File: config.mk
export PLATFORM = sky130hd
export DESIGN_NAME = local_port_arbiter
export DESIGN_NICKNAME = d
export VERILOG_FILES = /design/src/rtl/lpa_pkg.sv /design/src/rtl/rr_pick.sv /design/src/rtl/local_port_arbiter.sv
export SDC_FILE = /design/constraint.sdc
export NUM_CORES = 1
export LEC_CHECK = 0
export CAP_MARGIN = 20
export CORE_ASPECT_RATIO = 0.75
export CORE_UTILIZATION = 38
export DETAILED_ROUTE_END_ITERATION = 10
export MAX_ROUTING_LAYER = met4
export PLACE_DENSITY = 0.82
export SYNTH_ARGS = -nofsm -noshare
export SYNTH_HDL_FRONTEND = slang
export SYNTH_SLANG_ARGS = --single-unit
File: constraint.sdc
create_clock -name clk -period 2.3 [get_ports clk]
set_input_delay 0.345 -clock clk [delete_from_list [all_inputs] [get_ports clk]]
set_output_delay 0.345 -clock clk [all_outputs]
set_load 0.005 [all_outputs]
File: src/rtl/lpa_pkg.sv
// Shared definitions for local_port_arbiter: FSM state encoding and
// index-width helper used to size requester indices.
package lpa_pkg;

    typedef enum logic [1:0] {
        IDLE     = 2'b00,
        WAIT_GNT = 2'b01,
        RELEASE  = 2'b10
    } lpa_state_e;

    // ceil(log2(n)), never less than 1 so a 2-requester index still has a bit
    function automatic int idx_width(input int n);
        int w;
        w = 0;
        for (int i = 0; i < 32; i++) begin
            if ((1 << w) < n) begin
                w = w + 1;
            end
        end
        return (w < 1) ? 1 : w;
    endfunction

endpackage

File: src/rtl/rr_pick.sv
// Combinational round-robin picker: first set request bit scanning upward
// from last+1 with wrap-around, so the previous winner has lowest priority.
module rr_pick #(
    parameter int NUM_REQ = 4,
    parameter int IDX_W   = 2
) (
    input  logic [NUM_REQ-1:0] req,
    input  logic [IDX_W-1:0]   last,
    output logic [IDX_W-1:0]   winner,
    output logic               any
);

    int idx;

    // Scan offsets 1..NUM_REQ from the last winner; the first hit wins
    always_comb begin
        winner = '0;
        any    = 1'b0;
        idx    = 0;
        for (int k = 1; k <= NUM_REQ; k++) begin
            idx = int'(last) + k;
            if (idx >= NUM_REQ) begin
                idx = idx - NUM_REQ;
            end
            for (int j = 0; j < NUM_REQ; j++) begin
                if (!any && (j == idx) && req[j]) begin
                    winner = IDX_W'(j);
                    any    = 1'b1;
                end
            end
        end
    end

endmodule

File: src/rtl/local_port_arbiter.sv
// Round-robin arbiter sharing one router local input port among numReq
// packet sources. The winning packet is latched and offered downstream with
// a Req/Gnt handshake; the router's grant is returned to the winner as a
// one-cycle pulse. Optional downstream-grant timeout: define LPA_TIMEOUT_EN.
module local_port_arbiter
    import lpa_pkg::*;
#(
    parameter int numReq        = 4,
    parameter int dataWidth     = 32,
    parameter int timeoutCycles = 255
) (
    input  logic                        clk,
    input  logic                        reset,
    input  logic [numReq-1:0]           ReqIn,
    input  logic [numReq*dataWidth-1:0] PacketIn,
    output logic [numReq-1:0]           GntOut,
    output logic [dataWidth-1:0]        PacketOut,
    output logic                        ReqDnStr,
    input  logic                        GntDnStr,
    input  logic                        DnStrFull,
    output logic                        TimeoutErr
);

    localparam int IDX_W = idx_width(numReq);

    if (numReq < 2 || numReq > 16 || timeoutCycles < 1 || timeoutCycles > 65535) begin : g_param_check
        $error("local_port_arbiter: parameter out of range");
    end

    lpa_state_e             state_q, state_d;
    logic [IDX_W-1:0]       winner_q, winner_d;
    logic [IDX_W-1:0]       lastGnt_q, lastGnt_d;
    logic [dataWidth-1:0]   pkt_q, pkt_d;
    logic                   reqdn_q, reqdn_d;
    logic [numReq-1:0]      gnt_q, gnt_d;
    logic [IDX_W-1:0]       pick_w;
    logic                   pick_any;

`ifdef LPA_TIMEOUT_EN
    localparam logic [15:0] TO_LAST = 16'(timeoutCycles - 1);
    logic [15:0]            cnt_q, cnt_d;
    logic                   terr_q, terr_d;
`endif

    rr_pick #(
        .NUM_REQ (numReq),
        .IDX_W   (IDX_W)
    ) u_pick (
        .req    (ReqIn),
        .last   (lastGnt_q),
        .winner (pick_w),
        .any    (pick_any)
    );

    // Arbitration FSM next-state and registered-output next values
    always_comb begin
        state_d   = state_q;
        winner_d  = winner_q;
        lastGnt_d = lastGnt_q;
        pkt_d     = pkt_q;
        reqdn_d   = reqdn_q;
        gnt_d     = '0;
`ifdef LPA_TIMEOUT_EN
        cnt_d     = cnt_q;
        terr_d    = 1'b0;
`endif
        case (state_q)
            IDLE: begin
                if (pick_any && !DnStrFull) begin
                    winner_d = pick_w;
                    for (int i = 0; i < numReq; i++) begin
                        if (pick_w == IDX_W'(i)) begin
                            pkt_d = PacketIn[i*dataWidth +: dataWidth];
                        end
                    end
                    reqdn_d = 1'b1;
                    state_d = WAIT_GNT;
`ifdef LPA_TIMEOUT_EN
                    cnt_d   = '0;
`endif
                end
            end
            WAIT_GNT: begin
                if (GntDnStr) begin
                    reqdn_d   = 1'b0;
                    lastGnt_d = winner_q;
                    for (int i = 0; i < numReq; i++) begin
                        gnt_d[i] = (winner_q == IDX_W'(i));
                    end
                    state_d   = RELEASE;
                end
`ifdef LPA_TIMEOUT_EN
                else if (cnt_q == TO_LAST) begin
                    // Give up on this packet; rotate priority past the stalled winner
                    reqdn_d   = 1'b0;
                    terr_d    = 1'b1;
                    lastGnt_d = winner_q;
                    state_d   = RELEASE;
                end else begin
                    cnt_d = cnt_q + 16'd1;
                end
`endif
            end
            RELEASE: begin
                state_d = IDLE;
            end
            default: begin
                state_d = IDLE;
                reqdn_d = 1'b0;
            end
        endcase
    end

    // State and output registers with asynchronous active-low reset
    always_ff @(posedge clk or negedge reset) begin
        if (!reset) begin
            state_q   <= IDLE;
            winner_q  <= '0;
            lastGnt_q <= IDX_W'(numReq - 1);
            pkt_q     <= '0;
            reqdn_q   <= 1'b0;
            gnt_q     <= '0;
`ifdef LPA_TIMEOUT_EN
            cnt_q     <= '0;
            terr_q    <= 1'b0;
`endif
        end else begin
            state_q   <= state_d;
            winner_q  <= winner_d;
            lastGnt_q <= lastGnt_d;
            pkt_q     <= pkt_d;
            reqdn_q   <= reqdn_d;
            gnt_q     <= gnt_d;
`ifdef LPA_TIMEOUT_EN
            cnt_q     <= cnt_d;
            terr_q    <= terr_d;
`endif
        end
    end

    assign GntOut    = gnt_q;
    assign PacketOut = pkt_q;
    assign ReqDnStr  = reqdn_q;
`ifdef LPA_TIMEOUT_EN
    assign TimeoutErr = terr_q;
`else
    assign TimeoutErr = 1'b0;
`endif

endmodule
==> results of run 1 <==
==> layout make-up <==
class,count,area [µm²]
fill,580,2450
clock buffer,5,68.8
timing repair buffer,191,1920
sequential,43,1080
clock inverter,3,67.6
inverter,4,15.0
multi-input combinational,198,1600
tap,101,126
==> power by group <==
part | leakage [nW] | switching, mW | internal, mW | total, mW
registers | 0.534 | 0.214 | 1.10 | 1.31
logic | 1.40 | 0.999 | 1.53 | 2.52
clock network | 0.0644 | 0.262 | 0.433 | 0.695
total | 1.99 | 1.47 | 3.06 | 4.53
==> flip-flops by register name, indices dropped and copies added (netlist names) <==
| name | cells |
|---|---|
| ReqDnStr | 1 |
| PacketOut | 32 |
| winner_q | 2 |
| lastGnt_q | 2 |
| GntOut | 4 |
| state_q | 2 |
==> final timing paths <==
path / startpoint / endpoint / slack (ns)
min: reset / GntOut[3] / 0.14
max reg2reg: lastGnt_q[1] / PacketOut[8] / 0.14
max: lastGnt_q[1] / PacketOut[8] / 0.14
min in group clk: ReqDnStr / ReqDnStr / 0.49
min reg2reg: ReqDnStr / ReqDnStr / 0.49
max in group asynchronous: reset / PacketOut[14] / 1.56
==> logic make-up (layout without fill, tap and decap cells) <==
logic type	after synthesis	count (layout)
mux	65	65
buf+inv	33	203
compound gates	40	40
flops	43	43
simple gates	92	92
other cells	1	1
==> through the flow <==
stage | cell area [µm²] | cells | total power [mW] | TNS, ns
3_3_place_gp | 4740 | 537 | 3.79 | -1.43
2_1_floorplan | 2880 | 274 | 2.68 | 0
3_5_place_dp | 4740 | 537 | 3.84 | -3.34
4_1_cts | 4880 | 545 | 4.56 | 0
5_1_grt | 4880 | 545 | 4.80 | 0
6_report | 4880 | 545 | 4.53 | 0
==> Yosys cell counts, drive strengths merged (2+ instances only) <==
master | number | share of area, %
mux2 | 32 | 14
a221o | 32 | 11
inv | 4 | 0.52
nor2 | 3 | 0.39
dfstp | 2 | 1.8
dfrtp | 41 | 36
nand2 | 13 | 1.7
nor3 | 2 | 0.35
buf | 20 | 6.3
nand2b | 3 | 0.65
o21ai | 4 | 0.69
nand3 | 64 | 11
mux2i | 33 | 11
clkbuf | 9 | 1.2
==> worst max-delay path: cells and delay by family, from the launching register on <==
family	cells	cell delay, ns
AOI/OAI and AO/OA	3	0.69
DFF	1	0.60
muxes	2	0.56
buffers and inverters	1	0.20
==> layer usage <==
metal | track usage (%) | vias to the layer above | wire, µm
li1 | - | 1374 | -
met1 | 27.3 | 1378 | 3630
met2 | 38.4 | 120 | 4420
met3 | 4.23 | 14 | 570
met4 | 6.00 | 0 | 119
met5 | - | - | 0
==> cell usage in the layout (no fill, tap or decap) <==
cell type        netlist  layout
buf_12                 1       5
buf_4                  3      14
clkinvlp_4             0       1
bufinv_16              0       2
dfrtp_1               41      41
nor2b_1                1       1
o22ai_1                1       1
a31oi_4                0       1
mux2_2                18      18
nand3_1               64      64
a221o_1               32      32
nand2_1               13      13
nor3_1                 2       2
nor2_2                 0       1
nor3b_1                1       1
clkdlybuf4s50_1        0     171
o21ai_0                3       3
or4_1                  1       1
a21oi_4                0       1
and2_2                 0       1
mux2_4                14      14
nor2_1                 3       2
or2_2                  1       1
nand3b_1               1       1
o21ai_1                1       1
buf_2                  6       1
clkbuf_8               0       5
a21o_1                 1       1
nand2b_1               3       3
conb_1                 1       1
inv_1                  4       4
and3_1                 1       1
mux2i_1               33      33
dfstp_2                2       2
==> key figures, run 1 <==
Pwr
  • Leak pwr: 1.99 nW
  • PwrDens: 929 mW/mm²
  • Peak VDD IR: 445 µV

Floorplan
  • Die width: 103 µm
  • Die Area: 0.00794 mm²
  • I/O pins: 174
  • Starting density of the core: 39.3%
  • Std-Cell Rows: 27
  • Chip height: 77.4 µm
  • Core area: 0.00733 mm²

STA
  • Unrepaired setup endpoints after global routing: no
  • Final Slew Violations: 0
  • Least-Margin Pin Slew: 0.804 ns
  • Clk_skew: 0.00611 ns
  • Fmax: 463 MHz
  • WHS: 0.138 ns
  • PnR worst setup slack: 0.138 ns
  • Final period utilization: 94.0%
  • Slew Limit Headroom: 46.4%
  • Min Tclk post-route: 2.16 ns
  • Final hold violations: 0
  • Final setup violation count: 0

Status
  • Status: complete, no violations

Synth
  • Adder-Cell Fraction of Synth Area: 0%
  • Yosys cell types: 33
  • Post-Syn Instances: 274
  • Register area share after synthesis: 37.4%
  • Synth Area in XOR/XNOR: 0%
  • Async SR Flop Fraction: 100%
  • Syn. warnings: 0
  • Fraction of synthesized area in multiplexers: 25.8%
  • Register bit total from synthesis: 43
  • Syn_area_per_cell: 10.5 µm²
  • Main combinational cell family by area after synthesis: multiplexers
  • Synth Area in Compound Gates: 12.8%
  • Syn Nets: 410
  • Simple-gate share of the synthesized area: 15.8%
  • Post-synth top flop: dfrtp_1
  • Post-synth EDFFs: 0
  • Post-Syn Area: 0.00288 mm²

Setup path
  • Worst path cell trace: mux2i_1, o22ai_1, a21oi_4, buf_12, mux2_2, a221o_1
  • Crit. End Element: register
  • Critical Path RT: 2.47 ns
  • Critical Path Start Type: register
  • Largest stage delay on the critical path: 0.60 ns
  • Setup Crit Path Kind: reg2reg
  • Critical path arrival: 2.33 ns
  • Crit path max fanout: 19
  • Crit-path slowest cell: dfstp_2
  • Reg2reg path depth: 6

Clocking
  • H-tree lvl count: 2
  • Clock Sinks: 43
  • Hold buffers post-CTS: 0
  • Clk root buf: clkbuf_8
  • Clock Latency Late Sink: 0.29 ns
  • CTS tree: done
  • Cts bufs inserted: 5
  • Max clock buf depth: 2
  • Post-CTS Setup Inserts: 0
  • Clock transition at path regs: 0.08 ns
  • Post-CTS sizing: 0

Place
  • DP Worst Slack: -0.130 ns
  • Routability cong.: 0.767
  • Port buffer count: 172
  • Hpwl dp: 6.63 mm

Detailed routing
  • Wire per inst: 16.0 µm
  • Via density: 5.30
  • Total Wirelength: 8.74 mm
  • Routed vias: 2,886
  • Initial DRC Count: 93
  • Detailed Routing Iterations Pass 1: 4
  • DRC errors left: 0
  • DRT antenna net count: 0

Finish
  • Area added between synthesis and finish: 69.3%
  • Antenna diodes: 0
  • Final nets: 579
  • Fraction of layout cells with a size suffix above 1: 15.1%
  • Utilization after layout: 66.5%

GRT
  • Largest net degree at the start of global routing: 45
  • First-pass GRT wire length: 13.4 mm
  • Vias in the first global route: 2,818
  • GRT overflow: 0
  • Total Routing Usage GR: 22.6%
  • Initial antenna violation count: 0

Flow run
  • # Max-Cap Violations: 0

Worst hold path
  • Worst min path class: in2async
No activity file was read; power rests on OpenSTA's default activity.
==> inputs of run 2 (changes only) <==
--- a/config.mk
+++ b/config.mk
@@ -10,7 +10,9 @@
 export CORE_UTILIZATION = 38
 export DETAILED_ROUTE_END_ITERATION = 10
 export MAX_ROUTING_LAYER = met4
-export PLACE_DENSITY = 0.82
+export PLACE_DENSITY = 0.86
 export SYNTH_ARGS = -nofsm -noshare
 export SYNTH_HDL_FRONTEND = slang
+export SYNTH_HIERARCHICAL = 1
 export SYNTH_SLANG_ARGS = --single-unit
+export TNS_END_PERCENT = 20
==> constraint.sdc (replaced) <==
create_clock -name clk -period 2.8 [get_ports clk]
set_input_delay 0.42 -clock clk [delete_from_list [all_inputs] [get_ports clk]]
set_output_delay 0.42 -clock clk [all_outputs]
set_load 0.005 [all_outputs]
==> key figures, run 2 <==
Detailed routing
  • Total Wirelength: 6.67 mm (was 8.74 mm)
  • Routed vias: 2,050 (was 2,886)
  • DRT antenna net count: 0 (unchanged)
  • Via density: 5.06 (was 5.30)
  • Detailed Routing Iterations Pass 1: 4 (unchanged)
  • DRC errors left: 0 (unchanged)
  • Wire per inst: 16.5 µm (was 16.0 µm)
  • Initial DRC Count: 85 (was 93)

Finish
  • Commonest non-fill, non-tap cells in the layout: clkdlybuf4s50_1, dfrtp_1, mux2_2 (was clkdlybuf4s50_1, nand3_1, dfrtp_1)
  • Largest register FFs: 32 (unchanged)
  • Antenna diodes: 0 (unchanged)
  • Fraction of layout cells with a size suffix above 1: 26.5% (was 15.1%)
  • Most common cell after layout, fill and taps aside: clkdlybuf4s50_1 (unchanged)
  • Final nets: 459 (was 579)
  • FILL cells: 451 (was 580)
  • Area added between synthesis and finish: 78.6% (was 69.3%)

Setup path
  • Crit path max fanout: 22 (was 19)
  • Register-to-register setup slack: 0.58 ns (was 0.14 ns)
  • Crit. Startpoint: ReqIn[2] (was lastGnt_q[1])
  • Worst r2r src: lastGnt_q[0] (was lastGnt_q[1])
  • Setup Crit Path Kind: in2reg (was reg2reg)
  • Crit. End Element: register (unchanged)
  • Reg-to-reg endpoint: PacketOut[30] (was PacketOut[8])
  • Reg2reg path depth: 6 (unchanged)
  • Critical path arrival: 2.52 ns (was 2.33 ns)
  • Critical Path Start Type: primary input (was register)
  • Critical Path RT: 2.97 ns (was 2.47 ns)

Synth
  • Syn. warnings: 6 (was 0)
  • Post-synth EDFFs: 0 (unchanged)
  • Top cells by area, synth: dfrtp_1, mux4_2, mux2_2 (was dfrtp_1, mux2i_1, a221o_1)
  • Yosys top cell area share: 41.4% (was 35.6%)
  • Area leader, netlist: dfrtp_1 (unchanged)
  • Syn Nets: 285 (was 410)
  • Post-Syn Area: 0.00248 mm² (was 0.00288 mm²)
  • Register area share after synthesis: 43.6% (was 37.4%)
  • Post-synth top flop: dfrtp_1 (unchanged)
  • Yosys cell types: 28 (was 33)
  • Register bit total from synthesis: 43 (unchanged)
  • Async SR Flop Fraction: 100% (unchanged)
  • Count leader, synth: dfrtp_1 (was nand3_1)
  • Post-Syn Instances: 149 (was 274)
  • Syn_area_per_cell: 16.6 µm² (was 10.5 µm²)
  • Commonest cells post-synth: dfrtp_1, mux2_2, mux4_2 (was nand3_1, dfrtp_1, mux2i_1)

GRT
  • Largest net degree at the start of global routing: 44 (was 45)
  • Initial antenna violation count: 0 (unchanged)
  • First-pass GRT wire length: 10.6 mm (was 13.4 mm)
  • GRT overflow: 0 (unchanged)
  • Vias in the first global route: 2,236 (was 2,818)
  • Total Routing Usage GR: 21.0% (was 22.6%)

STA
  • Fmax: 425 MHz
  • Min Tclk post-route: 2.35 ns
  • WHS: 0.477 ns (was 0.138 ns)
  • Final setup violation count: 0 (unchanged)
  • Final Slew Violations: 0 (unchanged)
  • Post-route setup TNS: 0 ns (unchanged)
  • Clk_skew: 0.00513 ns (was 0.00611 ns)
  • Final hold violations: 0 (unchanged)
  • Unrepaired setup endpoints after global routing: no (unchanged)
  • Final period utilization: 84.0%

Floorplan
  • Starting density of the core: 39.4% (was 39.3%)
  • Std-Cell Rows: 25 (was 27)
  • Core area: 0.00629 mm² (was 0.00733 mm²)
  • Chip height: 71.9 µm (was 77.4 µm)
  • Die Area: 0.00685 mm² (was 0.00794 mm²)
  • I/O pins: 174 (unchanged)
  • Die width: 95.2 µm (was 103 µm)

Pwr
  • Peak VDD IR: 385 µV (was 445 µV)
  • Final Power: 3.46 mW (was 4.53 mW)
  • PwrDens: 782 mW/mm² (was 929 mW/mm²)
  • Leak pwr: 1.71 nW (was 1.99 nW)

Clocking
  • CTS tree: done (unchanged)
  • Max clock buf depth: 2 (unchanged)
  • Post-CTS Setup Inserts: 0 (unchanged)
  • Cts bufs inserted: 5 (unchanged)
  • Clock Latency Late Sink: 0.29 ns (about the same)
  • H-tree lvl count: 2 (unchanged)
  • Post-CTS sizing: 0 (unchanged)
  • Clock transition at path regs: 0.08 ns (about the same)
  • Clock Sinks: 43 (unchanged)
  • Clk root buf: clkbuf_8 (unchanged)

Place
  • Hpwl dp: 5.18 mm (was 6.63 mm)
  • Port buffer count: 172 (unchanged)
  • Routability cong.: 0.795 (was 0.767)

Flow run
  • # Max-Cap Violations: 0 (unchanged)

Worst hold path
  • Worst min path class: in2async (unchanged)

Status
  • Status: complete, no violations (unchanged)
run 2: kinds of logic (layout without fill, tap and decap cells):
family | after synthesis | after routing | synth area share [%]
simple gates | 17 | 17 | 4.70
compound gates | 7 | 7 | 1.82
other cells | 1 | 1 | 0.151
mux | 68 | 68 | 45.5
flops | 43 | 43 | 43.6
buf+inv | 13 | 188 | 4.30
run 2: per-stage QoR:
| step | setup WS [ns] | area, µm² | util, % | std cells |
|---|---|---|---|---|
| after floorplan | 0.783 | 2480 | - | 149 |
| after global placement | 0.204 | 4290 | 68.3 | 395 |
| after detailed placement | 0.138 | 4290 | 68.3 | 395 |
| after CTS | 0.441 | 4390 | 69.9 | 403 |
| after global routing | 0.380 | 4420 | 70.3 | 405 |
| final | 0.448 | 4420 | 70.3 | 405 |
run 2: cell type report:
class | instances | area, µm² | share of cell area (%)
clock buffer | 8 | 100 | 2.26
inverter | 1 | 3.75 | 0.0849
multi-input combinational | 93 | 1320 | 29.8
sequential | 43 | 1080 | 24.4
tap | 81 | 101 | 2.29
timing repair buffer | 179 | 1820 | 41.2
run 2: metal layers:
metal / track usage (%) / part of all wire, %
met2: 37.3 / 52
met4: 5.22 / 1.1
met5: - / 0
met3: 3.98 / 9.3
met1: 24.7 / 38
run 2: repair_timing:
item	CTS	global route
hold buffers	0	1
setup endpoints to repair	0	0
endpoints found under the hold margin	0	4
run 2: power by group:
group | total (mW) | switching (mW) | leakage (nW) | internal [mW]
Combinational | 1.94 | 0.607 | 1.14 | 1.33
Sequential | 1.09 | 0.170 | 0.512 | 0.922
Clock | 0.428 | 0.202 | 0.0515 | 0.225
Total | 3.46 | 0.979 | 1.71 | 2.48
run 2: worst max-delay path by stage:
stage                    end
2_1_floorplan  PacketOut[11]
3_3_place_gp    PacketOut[7]
3_5_place_dp   PacketOut[30]
4_1_cts        PacketOut[30]
5_1_grt        PacketOut[24]
6_report       PacketOut[30]
run 2: critical path, stage by stage:
cell             delay, ns
clkdlybuf4s50_1       0.50
nand2b_1              0.19
a21o_1                0.21
o311ai_4              0.13
buf_12                0.25
mux4_2                0.53
mux2_2                0.28
